[src/rtl/irq_flag_ctrl.sv]
// rtl/irq_flag_ctrl.sv - IF flag register, fixed-priority arbiter and CPU irq/ack handshake
// Build option IRQ_SYNC_EN: 2-flop synchronizer on src_req for sources from another clock domain.
module irq_flag_ctrl #(
    parameter int N_SRC = 5,
    parameter int VEC_W = 3,
    parameter logic [N_SRC-1:0] INITIAL_IF = '0
) (
    input  logic             clk,
    input  logic             nreset,
    input  logic [N_SRC-1:0] src_req,
    input  logic [N_SRC-1:0] ie,
    input  logic             if_wr,
    input  logic [N_SRC-1:0] if_wdata,
    output logic [N_SRC-1:0] if_q,
    output logic             irq,
    output logic [VEC_W-1:0] vec,
    input  logic             ack
);

    typedef enum logic [1:0] {
        IDLE  = 2'd0,
        OFFER = 2'd1,
        DONE  = 2'd2
    } state_t;

    state_t           state;
    state_t           state_nx;
    logic [VEC_W-1:0] vec_nx;
    logic [N_SRC-1:0] s;
    logic [N_SRC-1:0] s_prev;
    logic [N_SRC-1:0] rise;
    logic [N_SRC-1:0] pend;
    logic [N_SRC-1:0] vec_sel;
    logic [N_SRC-1:0] if_nx;
    logic [VEC_W-1:0] win;
    logic             win_found;
    logic             pend_vec;
    logic             ack_clr;
    logic [1:0]       arm_cnt;
    logic             armed;

`ifdef IRQ_SYNC_EN
    localparam int ARM_EDGES = 3;
    logic [N_SRC-1:0] sync1;
    logic [N_SRC-1:0] sync2;

    always_ff @(posedge clk or posedge nreset) begin
        if (nreset) begin
            sync1 <= '0;
            sync2 <= '0;
        end else begin
            sync1 <= src_req;
            sync2 <= sync1;
        end
    end

    assign s = sync2;
`else
    localparam int ARM_EDGES = 1;

    assign s = src_req;
`endif

    // Rises are ignored until s_prev holds a real sample, so a source already high at reset release is not an edge.
    assign armed = (arm_cnt == 2'(ARM_EDGES));
    assign rise  = armed ? (s & ~s_prev) : '0;
    assign pend  = if_q & ie;

    always_comb begin
        win       = '0;
        win_found = 1'b0;
        vec_sel   = '0;
        for (int i = 0; i < N_SRC; i++) begin
            if (!win_found && pend[i]) begin
                win       = VEC_W'(i);
                win_found = 1'b1;
            end
            vec_sel[i] = (VEC_W'(i) == vec);
        end
        pend_vec = |(pend & vec_sel);
    end

    always_comb begin
        state_nx = state;
        vec_nx   = vec;
        ack_clr  = 1'b0;
        case (state)
            IDLE: begin
                if (pend != '0) begin
                    vec_nx   = win;
                    state_nx = OFFER;
                end
            end
            OFFER: begin
                if (ack) begin
                    ack_clr  = 1'b1;
                    state_nx = DONE;
                end else if (!pend_vec) begin
                    state_nx = IDLE;
                end
            end
            DONE: begin
                if (!ack) begin
                    state_nx = IDLE;
                end
            end
            default: state_nx = IDLE;
        endcase
    end

    // Set beats ack-clear beats CPU write beats hold.
    always_comb begin
        if_nx = if_q;
        for (int i = 0; i < N_SRC; i++) begin
            if (rise[i]) begin
                if_nx[i] = 1'b1;
            end else if (ack_clr && vec_sel[i]) begin
                if_nx[i] = 1'b0;
            end else if (if_wr) begin
                if_nx[i] = if_wdata[i];
            end
        end
    end

    always_ff @(posedge clk or posedge nreset) begin
        if (nreset) begin
            state   <= IDLE;
            vec     <= '0;
            irq     <= 1'b0;
            if_q    <= INITIAL_IF;
            s_prev  <= '0;
            arm_cnt <= '0;
        end else begin
            state  <= state_nx;
            vec    <= vec_nx;
            irq    <= (state_nx == OFFER);
            if_q   <= if_nx;
            s_prev <= s;
            if (!armed) begin
                arm_cnt <= arm_cnt + 2'd1;
            end
        end
    end

endmodule

[config.mk]
export PLATFORM = sky130hd
export DESIGN_NAME = irq_flag_ctrl
export DESIGN_NICKNAME = d
export VERILOG_FILES = /design/src/rtl/irq_flag_ctrl.sv
export SDC_FILE = /design/constraint.sdc
export NUM_CORES = 1
export LEC_CHECK = 0
export CAP_MARGIN = 20
export CELL_PAD_IN_SITES_DETAIL_PLACEMENT = 1
export CELL_PAD_IN_SITES_GLOBAL_PLACEMENT = 1
export CORE_MARGIN = 2
export CORE_UTILIZATION = 36
export DETAILED_ROUTE_END_ITERATION = 8
export PLACE_DENSITY = 0.8
export SYNTH_ARGS = -nofsm -noshare
export SYNTH_HDL_FRONTEND = slang
export SYNTH_SLANG_ARGS = --single-unit
[constraint.sdc]
create_clock -name clk -period 3.5 [get_ports clk]
set_clock_uncertainty 0.1 [all_clocks]
set_input_delay 0.525 -clock clk [delete_from_list [all_inputs] [get_ports clk]]
set_output_delay 0.525 -clock clk [all_outputs]
set_load 0.01 [all_outputs]
After elaboration in Yosys (flattened, before gate mapping)
Index checks and enable logic that the tools add are counted.
{ "op_classes": {"magnitude_cmp": 0, "n_addsub": 1, "div_mod_pow": 0, "n_eq_ne": 8, "n_reduce_logical": 23, "mul": 0, "muxes": 31, "shift": 0, "bitwise_logic": 4} }
{ "op_table": {"columns": ["cell", "count"], "rows": [
  ["$mux 1", 22],
  ["$and 5x5->5", 3],
  ["$reduce_bool 3->1", 5],
  ["$logic_and 1x1->1", 9],
  ["$mux 3", 3],
  ["$mux 2", 4],
  ["$eq 2x1->1 const B", 3],
  ["$eq 2x3->1 const A", 2],
  ["$pmux 2 s3", 1],
  ["$mux 5", 1],
  ["$not 5->5", 1],
  ["$reduce_bool 5->1", 1],
  ["$reduce_or 5->1", 1],
  ["$logic_not 1->1", 4],
  ["$eq 1x3->1 const A", 1],
  ["$eq 3x3->1 const A", 1],
  ["$logic_not 3->1", 1],
  ["$add 2x1->2 const B", 1],
  ["$eq 2x2->1 const B", 1],
  ["$logic_not 2->1", 1],
  ["$reduce_and 2->1", 1]
]} }
{ "word_totals": {"latch_bits": 0, "memories": 0, "in_bits": 19, "ff_bits": 18, "romBits": 0, "output_inout_bits": 9, "ramBits": 0} }

Logic depth before layout (Yosys ltp)
Gate-level depths: netlist of the first run.
{ "depth": {"depth_word": 14, "mapped_depth": 5, "mapped_depth_nobuf": 4} }

Worst setup path after synthesis of the first run
Ideal clock, no wire load.
{ "synth_timing": {"path_kind": "reg2reg", "start": "register vec[1]", "end": "register irq", "slack_ns": 2.048, "stages_incl_launch_ff": 4, "arrival_ns": 1.248, "period_less_slack_ns": 1.452, "setup_time_ns": 0.104, "path_buffers": 0, "path_cell_list": "dfrtp_1 or3b_1 o32a_1 o311ai_1"} }
{ "synth_via": {"elab_chain_cells": 7, "word_cells_on_any_way": 11, "cone_classes": "eq/ne: 5; mux: 3; bitwise: 1; reduce/logical: 2"} }
{ "synth_lines": {"columns": ["element", "line", "source"], "rows": [
  ["from (decl)", "16", "output logic [VEC_W-1:0] vec,"],
  ["from (signal assigned)", "135", "vec <= vec_nx;"],
  ["$eq 1x3->1, or another cell as far along", "78", "vec_sel[i] = (VEC_W'(i) == vec);"],
  ["$and 5x5->5 (*)", "80", "pend_vec = |(pend & vec_sel);"],
  ["$reduce_or 5->1 (*)", "80", null],
  ["$mux 2 (*)", "98", "end else if (!pend_vec) begin"],
  ["$mux 2 (*)", "95", "if (ack) begin"],
  ["$pmux 2 s3 (*)", "87", "case (state)"],
  ["$eq 2x1->1 (*)", "136", "irq <= (state_nx == OFFER);"],
  ["to (signal assigned)", "136", null],
  ["to (decl)", "15", "output logic irq,"]
]} }
Every way passes the cells marked *; elsewhere a longest branch is shown, timed or not.
A chain may end at the register's enable or synchronous reset.

Final worst setup path of the first run
{ "layout_timing": {"start": "register vec[1]", "end": "output port vec[1]"} }
No word-level cell between the ends.

==> impl_results.md, run 1 <==
* Crit-path cells: clkdlybuf4s50_1
* First-pass GRT wire length at 3510 um
* Vias per cell at 5.47
* Unrepaired setup endpoints after global routing: false
* # setup viols final at 0
* Number of I/O port buffers at 27
* Die area at 2810 um^2
* Largest net degree at the start of global routing at 19
* Nets at 128
* DIE WIDTH at 53.0 um
* Mapped Area at 866 um^2
* Via count at 738
* Slew Viols, Final at 0
* CTS max path bufs at 2
* Crit path buffers/inverters at 1
* H-tree depth at 1
* Cell at the slowest stage of the critical path: clkdlybuf4s50_1
* CTS tree: done
* Total routed wirelength at 2130 um
* Worst path required time at 2.87 ns
* Synth top area cells: dfrtp_1 (52%), mux2i_1 (5.8%), a32o_1 (3.5%)
* CTS buffer count at 3
* Sw frac at 34.0%
* Synth Register Bits at 18
* Syn avg cell area at 11.1 um^2
* CTS root buf: clkbuf_4
* Final WS setup at 1.45 ns
* Setup crit start kind: register
* Comb power frac at 36.4%
* Clock slew at reported path FFs at 0.11 ns
* DRT iter0 DRCs at 7
* Seq pwr share at 45.2%
* Initial Utilization at 38.8%
* Antenna violation net count after detailed routing at 0
* Die Height at 53.0 um
* Delay-heaviest family, CP: buffers and inverters
* DRC violation count after routing at 0
* Clk network pwr share at 18.4%
* Antenna diodes at 0
* Asr flop ratio synth at 100%
* Pwr per Cell Area at 582 nW/um^2
* Final hold vios at 0
* Place WS at 1.48 ns
* Clock sink count at 18
* Worst slew pin tran at 0.681 ns
* Syn nets at 98
* Cells after Synth at 78
* Max FO, Critical Path at 10
* Hold Crit Class: register to register
* Grt total ovfl at 0
* Internal Power at 461 uW
* DP Wirelength at 1650 um
* # Post-CTS Setup Buffers at 0
* Core area at 2230 um^2
* Psw at 238 uW
* Vias in the first global route at 796
* Clk Latency, worst-skew pair at 0.29 ns
* CTS hold repair buffers at 0
* # resized after CTS at 0
* Worst EP arrival at 1.43 ns
* Rel. slew slack at 54.5%
* P&R area growth vs syn at 38.6%
* FP Rows at 17
* Yosys warning count at 0
* Drt first pass iters at 4
* EDFF count, synth at 0
* Multi-input logic area at 397 um^2
* FF/Latch Area at 450 um^2
* Biggest area consumer among synthesized cells: dfrtp_1
* Fin crit period at 2.05 ns
* Peak VDD IR at 0.000263 V
* Outcome: finished, final reports clean
* Max-cap viol count at 0
* Setup TNS at 0 ns
* Worst setup EP type: primary output
* Fmax at 0.487 GHz
* Leakage power total at 0.000488 uW
* Max stage delay on crit path at 0.60 ns
* Crit path kind: register to primary output
* Post-synth cell types at 28
* Final period utilization at 58.6%
* Synth top area share at 52.0%
* Layout fillers at 246
* Post-synthesis sequential area ratio at 52.0%
* Wire length per cell at 15.8 um
* Share of post-route cells with drive strength above 1 at 6.54%
* Primary FF master, synth: dfrtp_1
* GPL Wtd Cong at 0.773
* GRT Overall Usage at 17.3%
* I/O Pins at 28
* Antenna violations before repair at 0
[cells in the final DEF, fill, tap and decap left out, drive strengths merged, types with 2 or more instances in the layout]
cell	instances
clkdlybuf4s50	27
dfrtp	18
nand2	7
o21ai	6
mux2i	5
nand3b	4
clkbuf	4
inv	3
a21oi	3
a32o	3
nor3b	2
nor3	2
nand2b	2
and4b	2
o31ai	2
a22o	2
nor2	2
o311ai	2
[per-layer routing]
metal,track usage (%),part of all wire (%)
met3,2.82,4.4
met2,31.0,53
met5,0,0
met4,6.41,0.28
met1,20.5,42
[cell type report]
type,count,share of cell area [%]
clock buffer,4,3.02
inverter,3,0.938
multi-input combinational,55,33.1
sequential,18,37.5
tap,28,2.92
timing repair buffer,27,22.5
[power by group through the flow]
stage	combinational, uW	clock [uW]	sequential [uW]
floorplan	125	0	317
global placement	248	0	317
detailed placement	254	0	319
CTS	257	135	314
global route	275	146	324
finish	255	129	315
[Yosys cell counts, types with 2 or more instances]
cell type  number
dfrtp_1        18
nand2_1         7
o21ai_0         6
mux2i_1         5
nand3b_1        4
a21oi_1         3
a32o_1          3
inv_1           3
a22o_1          2
and4b_2         2
clkbuf_1        2
nand2b_1        2
nor2_1          2
nor3_1          2
nor3b_1         2
o311ai_1        2
o31ai_1         2
[worst paths after layout]
| path | startpoint | end | slack [ns] | depth (start not counted) |
|---|---|---|---|---|
| setup / recovery | vec[1] | vec[1] | 1.45 | 1 |
| hold / removal | s_prev[0] | if_q[0] | 0.33 | 1 |
| setup reg to reg | vec[1] | state[0] | 1.91 | 3 |
| hold reg to reg | s_prev[0] | if_q[0] | 0.33 | 1 |
| max in group asynchronous | nreset | state[1] | 2.34 | 2 |
| min in group asynchronous | nreset | arm_cnt[1] | 0.52 | 2 |
[kinds of logic (layout without fill, tap and decap cells)]
logic type | count (synthesis) | in the layout | share of synthesized area [%]
AO/OA/AOI/OAI | 21 | 21 | 17.2
XOR/XNOR | 1 | 1 | 1.01
adder cells (fa/ha/maj) | 1 | 1 | 1.44
buffers and inverters | 5 | 34 | 2.17
flip-flops | 18 | 18 | 52.0
multiplexers | 5 | 5 | 5.78
AND/OR/NAND/NOR | 27 | 27 | 20.4
[registers in the layout (all words and copies together), names as in the netlist]
| signal | cells |
|---|---|
| arm_cnt | 2 |
| if_q | 5 |
| irq | 1 |
| s_prev | 5 |
| state | 2 |
| vec | 3 |
[stage by stage]
stage | std cells | hold WS [ns] | total power, uW | area [um^2] | util [%]
after floorplan | 78 | 0.299 | 442 | 866 | -
after global placement | 131 | 0.302 | 565 | 1160 | 52.1
after detailed placement | 131 | 0.321 | 573 | 1160 | 52.1
after CTS | 135 | 0.337 | 706 | 1200 | 53.7
after global routing | 135 | 0.359 | 745 | 1200 | 53.7
final | 135 | 0.330 | 699 | 1200 | 53.7
Note: power is estimated with default switching activity, not from simulation.
==> run 2: changes to the inputs <==
Settings changed: CORE_UTILIZATION 36 to 30, PLACE_DENSITY 0.8 to 0.71.
Clock period 3.5 ns to 1.85 ns, I/O delays scaled along.
==> run 2 against run 1 <==
Clock power grew 85%. Total power grew 89%. Setup slack got worse by 1.3 ns. Sequential cell count unchanged. Cell count rose by 3.0%. Critical path depth is the same. Global-route usage fell by 3.3 points. Sequential power rose by 92%.
==> impl_results.md, run 2 (synthesis gave the netlist of run 1 again) <==
* I/O Pins at 28
* Met3 WL at 99 um
* # Post-CTS Setup Buffers at 0
* Nets at 129
* Clk network pwr share at 18.1%
* # setup viols final at 0
* Met2 routed WL at 1070 um
* Grt total ovfl at 0
* Max layer used: met4
* Layout fillers at 313
* Clk Latency, worst-skew pair at 0.29 ns
* Antenna violation net count after detailed routing at 0
* Worst path required time at 1.47 ns
* Rel. slew slack at 71.1%
* Core area at 2760 um^2
* CTS hold repair buffers at 0
* CTS max path bufs at 2
* Met1 Wirelength at 905 um
* Slew Viols, Final at 0
* DRT iter0 DRCs at 15
* GPL Wtd Cong at 0.743
* Clock sink count at 18
* Cell at the slowest stage of the critical path: clkdlybuf4s50_1
* Unrepaired setup endpoints after global routing: false
* Fin crit period at 1.71 ns
* Multi-input logic area at 397 um^2
* Seq pwr share at 45.9%
* DP Wirelength at 1690 um
* Share of post-route cells with drive strength above 1 at 9.26%
* Vias per cell at 5.35
* Crit path kind: register to primary output
* DRC violation count after routing at 0
* Sw frac at 33.5%
* Vias in the first global route at 771
* Worst setup EP type: primary output
* Internal Power at 878 uW
* Outcome: finished, final reports clean
* Leakage power total at 0.000491 uW
* Antenna violations before repair at 0
* Final WS setup at 0.140 ns
* Worst EP arrival at 1.33 ns
* P&R area growth vs syn at 40.2%
* Initial Utilization at 31.4%
* Fmax at 0.585 GHz
* Die area at 3330 um^2
* Most common cell after layout, fill and taps aside: clkdlybuf4s50_1
* Total routed wirelength at 2090 um
* Final period utilization at 92.4%
* Peak VDD IR at 0.000745 V
* Delay-heaviest family, CP: buffers and inverters
* CTS buffer count at 3
* H-tree depth at 1
* Worst slew pin tran at 0.430 ns
* Number of I/O port buffers at 27
* DIE WIDTH at 57.7 um
* Via count at 744
* First-pass GRT wire length at 3620 um
* FF/Latch Area at 453 um^2
* Antenna diodes at 0
* Psw at 442 uW
* CTS tree: done
* Crit path buffers/inverters at 1
* Largest net degree at the start of global routing at 19
* Die Height at 57.7 um
* Setup crit start kind: register
* Wire length per cell at 15.0 um
* Clock slew at reported path FFs at 0.10 ns
* Pwr per Cell Area at 1090 nW/um^2
* Hold Crit Class: primary input to async pin
* CTS root buf: clkbuf_4
* Register-to-register setup slack at 0.31 ns
* Place WS at 0.0306 ns
* # resized after CTS at 0
* Drt first pass iters at 4
* FP Rows at 19
* Final hold vios at 0
* Crit-path cells: clkdlybuf4s50_1
* Max stage delay on crit path at 0.58 ns
* Commonest non-fill, non-tap cells in the layout: clkdlybuf4s50_1 (27), dfrtp_1 (16), nand2_1 (7)
* GRT Overall Usage at 14.0%
* Top flop regs: if_q (5), s_prev (5), vec (3)
* Comb power frac at 36.0%
* Max FO, Critical Path at 6
* Setup TNS at 0 ns
* Max-cap viol count at 0
run 2: changes by cell type in the layout (fill, tap and decap cells not counted), sizes merged:
cell  change
buf       +1
run 2: cell type report:
class                   instances  area share (%)
inverters                       3           0.928
multi-input cells              55            32.7
repair buffers                 28            22.9
well taps                      31            3.20
flip-flops and latches         18            37.3
clock buffers                   4            2.99
run 2: per-stage QoR:
step                instances  cell area (um^2)  hold slack, ns  total power, uW  utilization [%]
global placement          135              1170           0.303             1080             42.6
detailed placement        135              1170           0.329             1090             42.6
finish                    139              1210           0.196             1320             44.0
CTS                       139              1210           0.202             1330             43.9
floorplan                  78               866           0.116              836                -
global route              139              1210           0.232             1410             44.0
run 2: worst paths after layout:
path / endpoint / from / cells past startpoint
min in group clk: if_q[0] / s_prev[0] / 1
max in group asynchronous: vec[0] / nreset / 3
hold / removal: if_q[4] / nreset / 3
hold reg to reg: if_q[0] / s_prev[0] / 1
setup reg to reg: irq / vec[1] / 3
setup / recovery: if_q[0] / if_q[0] / 1
run 2: metal layers:
metal / vias to the layer above / track usage, %
met3: 2 / 4.69
met1: 369 / 17.8
met4: 0 / 1.99
met5: - / 0
met2: 17 / 23.7
li1: 356 / -
run 2: power groups by stage:
| stage | Sequential [uW] | Combinational, uW | Clock [uW] |
|---|---|---|---|
| floorplan | 599 | 237 | 0 |
| global placement | 604 | 472 | 0 |
| detailed placement | 612 | 478 | 0 |
| CTS | 604 | 481 | 247 |
| global route | 625 | 525 | 263 |
| finish | 606 | 475 | 239 |
